<file path="src/rtl/dot_prod_pkg.sv">
// Shared definitions for the dot_prod pipeline.
//   DOT_PROD_LAT : clock edges from operand sample to result on p
//   prod_w()     : width of one exact signed product a_i*b_i
//   sum_w()      : width of the exact signed three-term sum (two guard bits)
package dot_prod_pkg;

   localparam int DOT_PROD_LAT = 3;

   function automatic int prod_w(input int aw, input int bw);
      return aw + bw;
   endfunction

   function automatic int sum_w(input int aw, input int bw);
      return aw + bw + 2;
   endfunction

endpackage

</file>
<file path="src/rtl/dot_prod_mul.sv">
// Registered signed multiplier, one per dot-product term.
//   clk, rst : rising-edge clock, asynchronous active-high reset
//   a, b     : signed operands, sampled into the S1 registers
//   m        : registered exact product (S2), prod_w(AW,BW) bits
module dot_prod_mul
   import dot_prod_pkg::*;
#(
   parameter int AW = 9,
   parameter int BW = 9
) (
   input  logic                            clk,
   input  logic                            rst,
   input  logic signed [AW-1:0]            a,
   input  logic signed [BW-1:0]            b,
   output logic signed [prod_w(AW,BW)-1:0] m
);

   localparam int PW = prod_w(AW, BW);

   logic signed [AW-1:0] a_d, a_q;
   logic signed [BW-1:0] b_d, b_q;
   logic signed [PW-1:0] a_x, b_x;
   logic signed [PW-1:0] m_d, m_q;

   // Operands are sign-extended to the full product width first, so the
   // multiply is evaluated at PW bits and the most-negative squared case
   // lands as a positive value instead of wrapping.
   always_comb begin
      a_d = a;
      b_d = b;
      a_x = PW'(a_q);
      b_x = PW'(b_q);
      m_d = a_x * b_x;
   end

   always_ff @(posedge clk or posedge rst) begin
      if (rst) begin
         a_q <= '0;
         b_q <= '0;
         m_q <= '0;
      end else begin
         a_q <= a_d;
         b_q <= b_d;
         m_q <= m_d;
      end
   end

   assign m = m_q;

endmodule

</file>
<file path="src/rtl/dot_prod.sv">
// Pipelined signed 3-element dot product p = a0*b0 + a1*b1 + a2*b2.
// One operand set accepted and one result produced per clock; latency is
// DOT_PROD_LAT edges (S1 operands, S2 products, S3 sum). No handshake.
//   clk, rst   : rising-edge clock, asynchronous active-high reset
//   a0..a2     : signed AW-bit operand vector A
//   b0..b2     : signed BW-bit operand vector B
//   p          : registered exact sum, sum_w(AW,BW) bits
module dot_prod
   import dot_prod_pkg::*;
#(
   parameter int AW = 9,
   parameter int BW = 9
) (
   input  logic                           clk,
   input  logic                           rst,
   input  logic signed [AW-1:0]           a0,
   input  logic signed [AW-1:0]           a1,
   input  logic signed [AW-1:0]           a2,
   input  logic signed [BW-1:0]           b0,
   input  logic signed [BW-1:0]           b1,
   input  logic signed [BW-1:0]           b2,
   output logic signed [sum_w(AW,BW)-1:0] p
);

   localparam int PW = prod_w(AW, BW);
   localparam int SW = sum_w(AW, BW);

   logic signed [PW-1:0] m0, m1, m2;
   logic signed [SW-1:0] p_d, p_q;

   dot_prod_mul #(.AW(AW), .BW(BW)) u_mul0 (.clk(clk), .rst(rst), .a(a0), .b(b0), .m(m0));
   dot_prod_mul #(.AW(AW), .BW(BW)) u_mul1 (.clk(clk), .rst(rst), .a(a1), .b(b1), .m(m1));
   dot_prod_mul #(.AW(AW), .BW(BW)) u_mul2 (.clk(clk), .rst(rst), .a(a2), .b(b2), .m(m2));

   // Products are sign-extended by two bits so three worst-case terms sum exactly.
   always_comb begin
      p_d = SW'(m0) + SW'(m1) + SW'(m2);
   end

   always_ff @(posedge clk or posedge rst) begin
      if (rst) begin
         p_q <= '0;
      end else begin
         p_q <= p_d;
      end
   end

   assign p = p_q;

endmodule

</file>
<file path="config.mk">
export PLATFORM = sky130hd
export DESIGN_NAME = dot_prod
export DESIGN_NICKNAME = d
export VERILOG_FILES = /design/src/rtl/dot_prod_pkg.sv /design/src/rtl/dot_prod_mul.sv /design/src/rtl/dot_prod.sv
export SDC_FILE = /design/constraint.sdc
export NUM_CORES = 1
export LEC_CHECK = 0
export BUFFER_PORTS_ARGS = -buffer_cell sky130_fd_sc_hd__buf_4
export CELL_PAD_IN_SITES_DETAIL_PLACEMENT = 0
export CELL_PAD_IN_SITES_GLOBAL_PLACEMENT = 1
export CORE_MARGIN = 2
export CORE_UTILIZATION = 51
export CTS_CLUSTER_SIZE = 25
export DETAILED_ROUTE_END_ITERATION = 8
export PLACE_DENSITY_LB_ADDON = 0.15
export SYNTH_ARGS = -nofsm -noshare
export SYNTH_HDL_FRONTEND = slang
export SYNTH_SLANG_ARGS = --single-unit
</file>
<file path="constraint.sdc">
create_clock -name clk -period 5.3 [get_ports clk]
set_input_delay 0.265 -clock clk [delete_from_list [all_inputs] [get_ports clk]]
set_output_delay 0.265 -clock clk [all_outputs]
set_load 0.03 [all_outputs]
</file>
* Word level (Yosys, flattened, before mapping)
Cells that the tools add are included.
Storage, ports and cells: register bits after elaboration 128, output and inout port bits 20
Cells by class: $add $sub $neg 2, $mul 3
Operators with widths (number):
- $mul A9 B9 Y18 | 3
- $add A19 B18 Y20 | 1
- $add A18 B18 Y19 | 1

* Depth between registers and ports, before layout
Gate-level depths: netlist (run 1).
depth in word-level cells 2, gate-level depth with buffers 17

* Cells and area by module
A second synthesis (run 1) with hierarchy kept.
Unflattened totals: cells, all modules 1257, area, all modules 13593.0 sq um
By module, submodules not included:
- dot_prod_mul at u_mul2 | cells each 365, area each 3945.0 sq um, times used 1, seq. area each 900.9 sq um
- dot_prod_mul at u_mul1 | cells each 365, area each 3943.8 sq um, times used 1, seq. area each 900.9 sq um
- dot_prod_mul at u_mul0 | cells each 364, area each 3933.8 sq um, times used 1, seq. area each 900.9 sq um
- dot_prod | cells each 163, area each 1770.4 sq um, times used 1, seq. area each 500.5 sq um

* Worst setup path before layout (run 1)
No wires, ideal clock.
path kind reg2reg, start point register u_mul0.a_q[8], end point register u_mul0.m_q[17], in the netlist u_mul0.m[17], slack 0.854 ns, path buffers 1, arrival time 4.318 ns, stages on the path, launching flop included 14, cell sequence dfrtp_1 > clkbuf_1 > nand2_1 > fa_1 > fa_1 > fa_1 > fa_1 > inv_1 > ha_1 > ha_1 > or3_1 > or3_1 > o221ai_1 > xnor2_1
Between the ends: longest elaborated chain between the ends 1
RTL lines:
- start, declared | line dot_prod_mul.sv:20 | logic signed [AW-1:0] a_d, a_q;
- start signal, assigned | line dot_prod_mul.sv:38 | a_q <= '0;
- start signal, assigned | line dot_prod_mul.sv:42 | a_q <= a_d;
- $mul A9 B9 Y18 | line dot_prod_mul.sv:33 | m_d = a_x * b_x;
- net u_mul0.m_d[17] | line dot_prod_mul.sv:23 | logic signed [PW-1:0] m_d, m_q;
- end signal, assigned | line dot_prod_mul.sv:44 | m_q <= m_d;
- end, declared | line dot_prod_mul.sv:23
The timed path passes the listed nets, and every way through them passes these cells.

* Worst setup path after layout (run 1)
start point register u_mul1.a_q[5], end point register u_mul1.m_q[15], in the netlist u_mul1.m[15]
Between the ends: longest elaborated chain between the ends 1
RTL lines (line):
- start, declared | dot_prod_mul.sv:20
- start signal, assigned | dot_prod_mul.sv:38
- start signal, assigned | dot_prod_mul.sv:42
- $mul A9 B9 Y18 | dot_prod_mul.sv:33
- net u_mul1.m_d[15] | dot_prod_mul.sv:23
- end signal, assigned | dot_prod_mul.sv:44
- end, declared | dot_prod_mul.sv:23
The timed path passes the listed nets, and every way through them passes these cells.

==> metrics, run 1 <==
grt ovf=0; outcome=complete, but fails checks; VDD IR max=between 0.3 and 0.4 mV; Routed WL per cell=14.93 um; Reg2Reg Depth=16; post-synth top area share=0.3409; Hold Vio Cnt, Final=5; Async SR Flop Fraction=1.000; first-pass GRT wire length=47,150 um; most common cell after layout, fill and taps aside=inv_1; vias in the first global route=9,742; Post-layout nets=about 1,800; Post-CTS Resized=0; Setup-failing EPs final=0; dpl cell area=roughly 0.014 mm^2; Area Overhead vs Synth=15.53%; CTS Buf Count=17; Clock Sinks=between 100 and 150; worst-path cell chain=nand2_1, fa_1, inv_1, fa_1, ha_1, inv_1, fa_1, inv_1, ha_1, ha_1, fa_1, a21o_1, a211oi_1, o31ai_1, o211ai_1, xnor2_1; critical path launch point type=register; Clock Latency Late Sink=around 420 ps; Post-Route WL=25,990 um; Post-Synthesis Cells=about 1,300; critical path class=reg2reg; EDFF count, synth=0; Synth area leader=fa_1; Post-Syn Area=roughly 0.013 mm^2; Synth cell types=44; crit-path most repeated cell=fa_1; Die X=approximately 170 um; Worst EP arrival=5160 ps; initial antenna violation count=4; Root Driver=clkbuf_16; core area=0.02598 mm^2; post-route ant nets=0; R2R setup slack=around 480 ps; DRT iter0 DRCs=~240; fillcell total=2,252; mux contribution to synthesized area=0.004000; unrepaired setup endpoints after global routing=false; sequential area share after synthesis=0.2382; Worst Max-Slew Pin Slew=between 800 and 900 ps; postcts setup bufs=0; Final Power=around 10 mW; share of cells above drive strength 1=0.08748; min Tclk post-route=between 4000 and 5000 ps; failing checks=negative hold slack; PortBufs=between 70 and 80; Max Clock Freq=roughly 210 MHz; Leak Pwr=~8 nW; RR Endpoint=u_mul1.m[15]; most frequent cells in the layout=237 x inv_1, 229 x fa_1, 142 x nand2_1; GRT Total Usage=0.2103; Buf+Inv Stages, Crit Path=3; largest net degree at the start of global routing=90; syn_nets=1,677; worst hold-check path type=in2async; Clock Tree Buf Depth=2; Crit path largest cell delay=around 560 ps; Vias/cell=5.003; Placer Congestion=a little over 0.8; CTS H-tree lvls=4; Synth Area per Inst=approximately 11 um^2; largest family of logic cells by synthesized area=adder cells; Synth Area in Compound Gates=0.05163; Ports=76; ant diodes=0; Die Ht=between 150 and 200 um; relative slew slack=0.4498; fin crit share=0.9101; Top FF cell, synth=dfrtp_1; TritonRoute pass-1 iters=4; ranking of synthesized cells by area=fa_1 34%, dfrtp_1 24%, ha_1 12%; post-synthesis adder-cell area fraction=0.4637; simple logic cell fraction of the synthesized area=0.1284; num rows=a little under 60; final clock skew=~11 ps; CTS tree=done; Yosys reg bits=approximately 130; Worst Path Max Fanout=9; crit-path leading delay family=adder cells; HPWL after DPL=21,030 um; max-slew violations=0; Crit path required time=around 5600 ps; # Max-Cap Violations=0; vias after detailed routing=approximately 8,700; critical path capture point type=register; total die area=0.02769 mm^2; worst hold slack=-36.82 ps; fin area=0.01554 mm^2; Worst-path clk slew=about 70 ps; Residual DRC=0; Layout Utilization=0.5979; setup_tns=0 ps; pwr/cell area=around 670 mW/mm^2; Initial Util=0.5176; RR Startpoint=u_mul1.a_q[5]; Yosys Warn Count=0; Crit-path slowest cell=dfrtp_1; area share of xor/xnor cells in the synthesized design=0.04298
==> layout make-up <==
type                            count  area [um^2]  share of cell area
Multi-Input combinational cell    877         9289              0.5978
Sequential cell                   128         3203              0.2062
Timing Repair Buffer              131         1119             0.07199
Inverter                          238        898.4             0.05782
Clock buffer                       17        425.4             0.02738
Tap cell                          335        419.2             0.02698
Clock inverter                     15        183.9             0.01184
==> how the worst max path moves through the flow <==
stage / end / start / slack [ps] / cells past startpoint
6_report: u_mul1.m[15] / u_mul1.a_q[5] / 480 / 16
2_1_floorplan: u_mul0.m[17] / u_mul0.a_q[8] / 850 / 13
4_1_cts: u_mul0.m[16] / u_mul0.b_q[0] / 470 / 13
5_1_grt: u_mul2.m[17] / u_mul2.b_q[0] / 150 / 14
3_3_place_gp: u_mul0.m[16] / u_mul0.b_q[0] / 560 / 13
3_5_place_dp: u_mul0.m[16] / u_mul0.b_q[0] / 510 / 13
==> per-stage QoR <==
| step | instances | setup slack [ps] |
|---|---|---|
| 6_report | 1741 | 476.5 |
| 2_1_floorplan | 1260 | 854.5 |
| 5_1_grt | 1741 | 145.2 |
| 3_5_place_dp | 1655 | 511.9 |
| 3_3_place_gp | 1655 | 564.8 |
| 4_1_cts | 1741 | 468.9 |
==> cell families after synthesis <==
group | count (synthesis)
buffers and inverters | 255
and+or+nand+nor | 344
xor gates and xnor gates | 66
muxes | 5
AOI/OAI and AO/OA | 101
DFF | 128
adders and majority gates | 361
==> per-layer routing <==
layer | up-vias | wire length, um | global-route usage
li1 | 4156 | - | -
met1 | 4416 | 11800 | 0.2836
met2 | 120 | 13140 | 0.3658
met3 | 18 | 765 | 0.03194
met4 | 0 | 282 | 0.03973
met5 | - | 0 | 0
==> sequential cells by signal (all words and copies together) (netlist names) <==
register / count
p: 20
u_mul0.a_q: 9
u_mul0.b_q: 9
u_mul0.m: 18
u_mul1.a_q: 9
u_mul1.b_q: 9
u_mul1.m: 18
u_mul2.a_q: 9
u_mul2.b_q: 9
u_mul2.m: 18
==> cell usage after synthesis, types with 2 or more instances <==
cell type	instances
xnor2_1	55
a31o_2	3
nand3_1	3
nand2_1	142
a21o_1	8
or3_1	16
nor4_1	3
o21a_1	7
a31oi_1	2
mux2i_1	2
o21bai_1	5
nand2b_1	7
nor3_1	9
a21oi_1	26
o221ai_1	5
o21ai_0	12
and2_1	105
nor2_1	25
nor2b_1	28
or2_2	3
o31ai_1	5
o31a_1	4
mux2_2	3
fa_1	229
o211ai_1	9
clkbuf_1	17
xor2_1	11
dfrtp_1	128
inv_1	238
ha_1	132
o22ai_1	2
a211oi_1	4
==> where the power goes <==
| group | total, mW | internal [mW] | switching [mW] |
|---|---|---|---|
| clock | 1.19 | 0.640 | 0.545 |
| sequential | 1.61 | 1.39 | 0.215 |
| combinational | 7.56 | 3.47 | 4.09 |
| total | 10.3 | 5.50 | 4.85 |
==> what timing repair did <==
item,in CTS,in global routing
hold buffers,54,0
endpoints found under the setup margin,0,0
endpoints found under the hold margin,54,0
Power figures use the tool's default switching activity.
==> run 2, diff against run 1 <==
--- a/config.mk
+++ b/config.mk
@@ -5,11 +5,12 @@
 export SDC_FILE = /design/constraint.sdc
 export NUM_CORES = 1
 export LEC_CHECK = 0
+export ABC_AREA = 1
 export BUFFER_PORTS_ARGS = -buffer_cell sky130_fd_sc_hd__buf_4
 export CELL_PAD_IN_SITES_DETAIL_PLACEMENT = 0
 export CELL_PAD_IN_SITES_GLOBAL_PLACEMENT = 1
 export CORE_MARGIN = 2
-export CORE_UTILIZATION = 51
+export CORE_UTILIZATION = 49
 export CTS_CLUSTER_SIZE = 25
 export DETAILED_ROUTE_END_ITERATION = 8
 export PLACE_DENSITY_LB_ADDON = 0.15
==> run 2 against run 1 <==
Against the previous run: the flow now finishes without violations; utilization shrank 2.9 points; cell area grew 5.3%; die area up 11%; sequential share of layout area fell by 1.0 points; clock skew is 2.9 ps lower; critical endpoint is now u_mul1.m[17].
==> metrics, run 2 <==
outcome=complete, no violations (was complete, but fails checks); setup_tns=0 ps (unchanged); Worst Path Max Fanout=9 (unchanged); Synth area leader=fa_1 (unchanged); Post-Route WL=28,070 um (was 25,990 um); PortBufs=75 (unchanged); Initial Util=0.4994 (was 0.5176); Clock Latency Late Sink=440 ps (was 420 ps); Crit path required time=5630 ps (was 5640 ps); crit-path most repeated cell=fa_1 (unchanged); Hold Vio Cnt, Final=0 (was 5); most frequent cells in the layout=451 x nand2_1, 435 x inv_1, 229 x fa_1 (was 237 x inv_1, 229 x fa_1, 142 x nand2_1); Root Driver=clkbuf_16 (unchanged); DRT iter0 DRCs=509 (was 241); final clock skew=8.230 ps (was 11.15 ps); Post-Syn Area=0.01437 mm^2 (was 0.01345 mm^2); Top FF cell, synth=dfrtp_1 (unchanged); Worst EP arrival=4940 ps (was 5160 ps); vias in the first global route=10,666 (was 9,742); R2R setup slack=680 ps (was 480 ps); sequential area share after synthesis=0.2229 (was 0.2382); Crit-path slowest cell=fa_1 (was dfrtp_1); Clock Tree Buf Depth=2 (unchanged); largest net degree at the start of global routing=81 (was 90); CTS tree=done (unchanged); Layout Utilization=0.5687 (was 0.5979); CTS H-tree lvls=4 (unchanged); worst hold-check path type=in2reg (was in2async); post-route setup slack=684.7 ps (was 476.5 ps); fin crit share=0.8708 (was 0.9101); min Tclk post-route=4615 ps (was 4824 ps); total die area=0.03072 mm^2 (was 0.02769 mm^2); Vias/cell=4.691 (was 5.003); Placer Congestion=0.8699 (was 0.8289); Post-layout nets=2,202 (was 1,810); Yosys reg bits=128 (unchanged); Synth cell types=29 (was 44); critical path class=reg2reg (unchanged); vias after detailed routing=10,241 (was 8,710); Post-Synthesis Cells=1,685 (was 1,260); core area=0.02878 mm^2 (was 0.02598 mm^2); multi-input logic area=0.009338 mm^2 (was 0.009289 mm^2); ranking of synthesized cells by area=fa_1 32%, dfrtp_1 22%, nand2_1 12% (was fa_1 34%, dfrtp_1 24%, ha_1 12%); initial antenna violation count=1 (was 4); Setup-failing EPs final=0 (unchanged); # Max-Cap Violations=0 (unchanged); hold_sp=a1[5]; Post-synth top cells=451 x nand2_1, 436 x inv_1, 229 x fa_1 (was 238 x inv_1, 229 x fa_1, 142 x nand2_1); Yosys Warn Count=0 (unchanged); worst-path cell chain=clkinv_1, or2_2, fa_1, fa_1, inv_1, fa_1, fa_1, fa_1, ha_1, nand2_1, nand2_1, a21oi_2, nor2_1, nor2_1, inv_1, nand2_1, nand2_1 (was nand2_1, fa_1, inv_1, fa_1, ha_1, inv_1, fa_1, inv_1, ha_1, ha_1, fa_1, a21o_1, a211oi_1, o31ai_1, o211ai_1, xnor2_1); Reg2Reg Depth=17 (was 16); EDFF count, synth=0 (unchanged); Hold Crit Depth=2; GRT Total Usage=0.2050 (was 0.2103); Worst-path clk slew=70 ps (about the same); max reg flops=20 (unchanged); unrepaired setup endpoints after global routing=false (unchanged); Worst Max-Slew Pin Slew=765.5 ps (was 825.2 ps); RR Endpoint=u_mul1.m[17] (was u_mul1.m[15]); relative slew slack=0.4897 (was 0.4498); dpl ws=690.3 ps (was 511.9 ps); Async SR Flop Fraction=1.000 (unchanged); Crit path largest cell delay=510 ps (was 560 ps); post-synth top area share=0.3190 (was 0.3409); Area Overhead vs Synth=13.88% (was 15.53%); most common cell after layout, fill and taps aside=nand2_1 (was inv_1); critical path launch point type=register (unchanged); RR Startpoint=u_mul1.b_q[8] (was u_mul1.a_q[5]); max-slew violations=0 (unchanged); num rows=62 (was 59); Max Clock Freq=216.7 MHz (was 207.3 MHz); most common cell in the synthesized netlist=nand2_1 (was inv_1); grt ovf=0 (unchanged); TritonRoute pass-1 iters=5 (was 4); Die X=175.3 um (was 166.4 um); syn_nets=2,102 (was 1,677); Clock Sinks=128 (unchanged); Hold Path End=u_mul1.a_q[5]; share of cells above drive strength 1=0.07175 (was 0.08748); Sequential Area=0.003203 mm^2 (unchanged); Die Ht=175.3 um (was 166.4 um); HPWL after DPL=23,450 um (was 21,030 um); first-pass GRT wire length=50,200 um (was 47,150 um); Residual DRC=0 (unchanged); Ports=76 (unchanged); Synth Area per Inst=8.530 um^2 (was 10.67 um^2); fillcell total=2,647 (was 2,252); post-route ant nets=0 (unchanged); CTS Buf Count=17 (unchanged); critical path capture point type=register (unchanged); Routed WL per cell=12.86 um (was 14.93 um)
run 2: cell types whose count changed in the layout (fill, tap and decap cells not counted), sizes merged, moves of 16 or more:
cell / previous run / this run
nand2: 142 / 455
or3: 16 / 0
and2: 105 / 1
xnor2: 55 / 9
nor2: 25 / 86
inv: 247 / 442
nor2b: 28 / 0
nand3: 3 / 55
run 2: area by class of cell:
type | count | area share
Timing Repair Buffer | 132 | 0.06896
Inverter | 437 | 0.1005
Multi-Input combinational cell | 1069 | 0.5705
Clock inverter | 13 | 0.007721
Sequential cell | 128 | 0.1957
Tap cell | 384 | 0.02936
Clock buffer | 19 | 0.02706
Antenna cell | 1 | 0.0001529
run 2: cells by family after synthesis:
family | Yosys count | synth area share
buffers and inverters | 488 | 0.1274
and+or+nand+nor | 613 | 0.1698
adders and majority gates | 361 | 0.4339
xor gates and xnor gates | 31 | 0.01889
AOI/OAI and AO/OA | 64 | 0.02707
DFF | 128 | 0.2229
run 2: worst max-delay path by stage:
stage,startpoint,slack [ps],endpoint,cells past startpoint
finish,u_mul1.b_q[8],680,u_mul1.m[17],17
global route,u_mul2.b_q[0],420,u_mul2.m[15],18
CTS,u_mul1.b_q[8],650,u_mul1.m[17],17
detailed placement,u_mul1.b_q[8],690,u_mul1.m[17],17
global placement,u_mul1.b_q[8],750,u_mul1.m[17],17
floorplan,u_mul2.b_q[0],1000,u_mul2.m[15],19
run 2: timing repair:
item	4_1_cts	5_1_grt
setup buffers	0	0
gates resized for setup	0	0
endpoints found under the hold margin	88	0
hold buffers	55	0
run 2: stage by stage:
stage	area [um^2]	hold WS, ps	instances
floorplan	14370	296.4	1685
global placement	15240	374.2	2095
detailed placement	15240	375.3	2095
CTS	16360	437.5	2182
global route	16360	446.8	2182
finish	16370	470.3	2183
run 2: per-layer routing:
metal | share of wire | track usage | up-vias
li1 | - | - | 5078
met2 | 0.47 | 0.3345 | 138
met5 | 0 | 0 | -
met1 | 0.48 | 0.2906 | 5008
met3 | 0.033 | 0.03463 | 17
met4 | 0.0092 | 0.04236 | 0
run 2: critical path, delay by kind of cell (launching register included):
family / cells / cell delay (ps)
AO/OA/AOI/OAI: 1 / 230
adder cells (fa/ha/maj): 6 / 2660
buffers and inverters: 3 / 360
flip-flops: 1 / 390
AND/OR/NAND/NOR: 7 / 850
Power of run 2 is left out: the tool's default activity adds up to more than one toggle a clock period on the data nets, which glitch-free logic cannot reach.
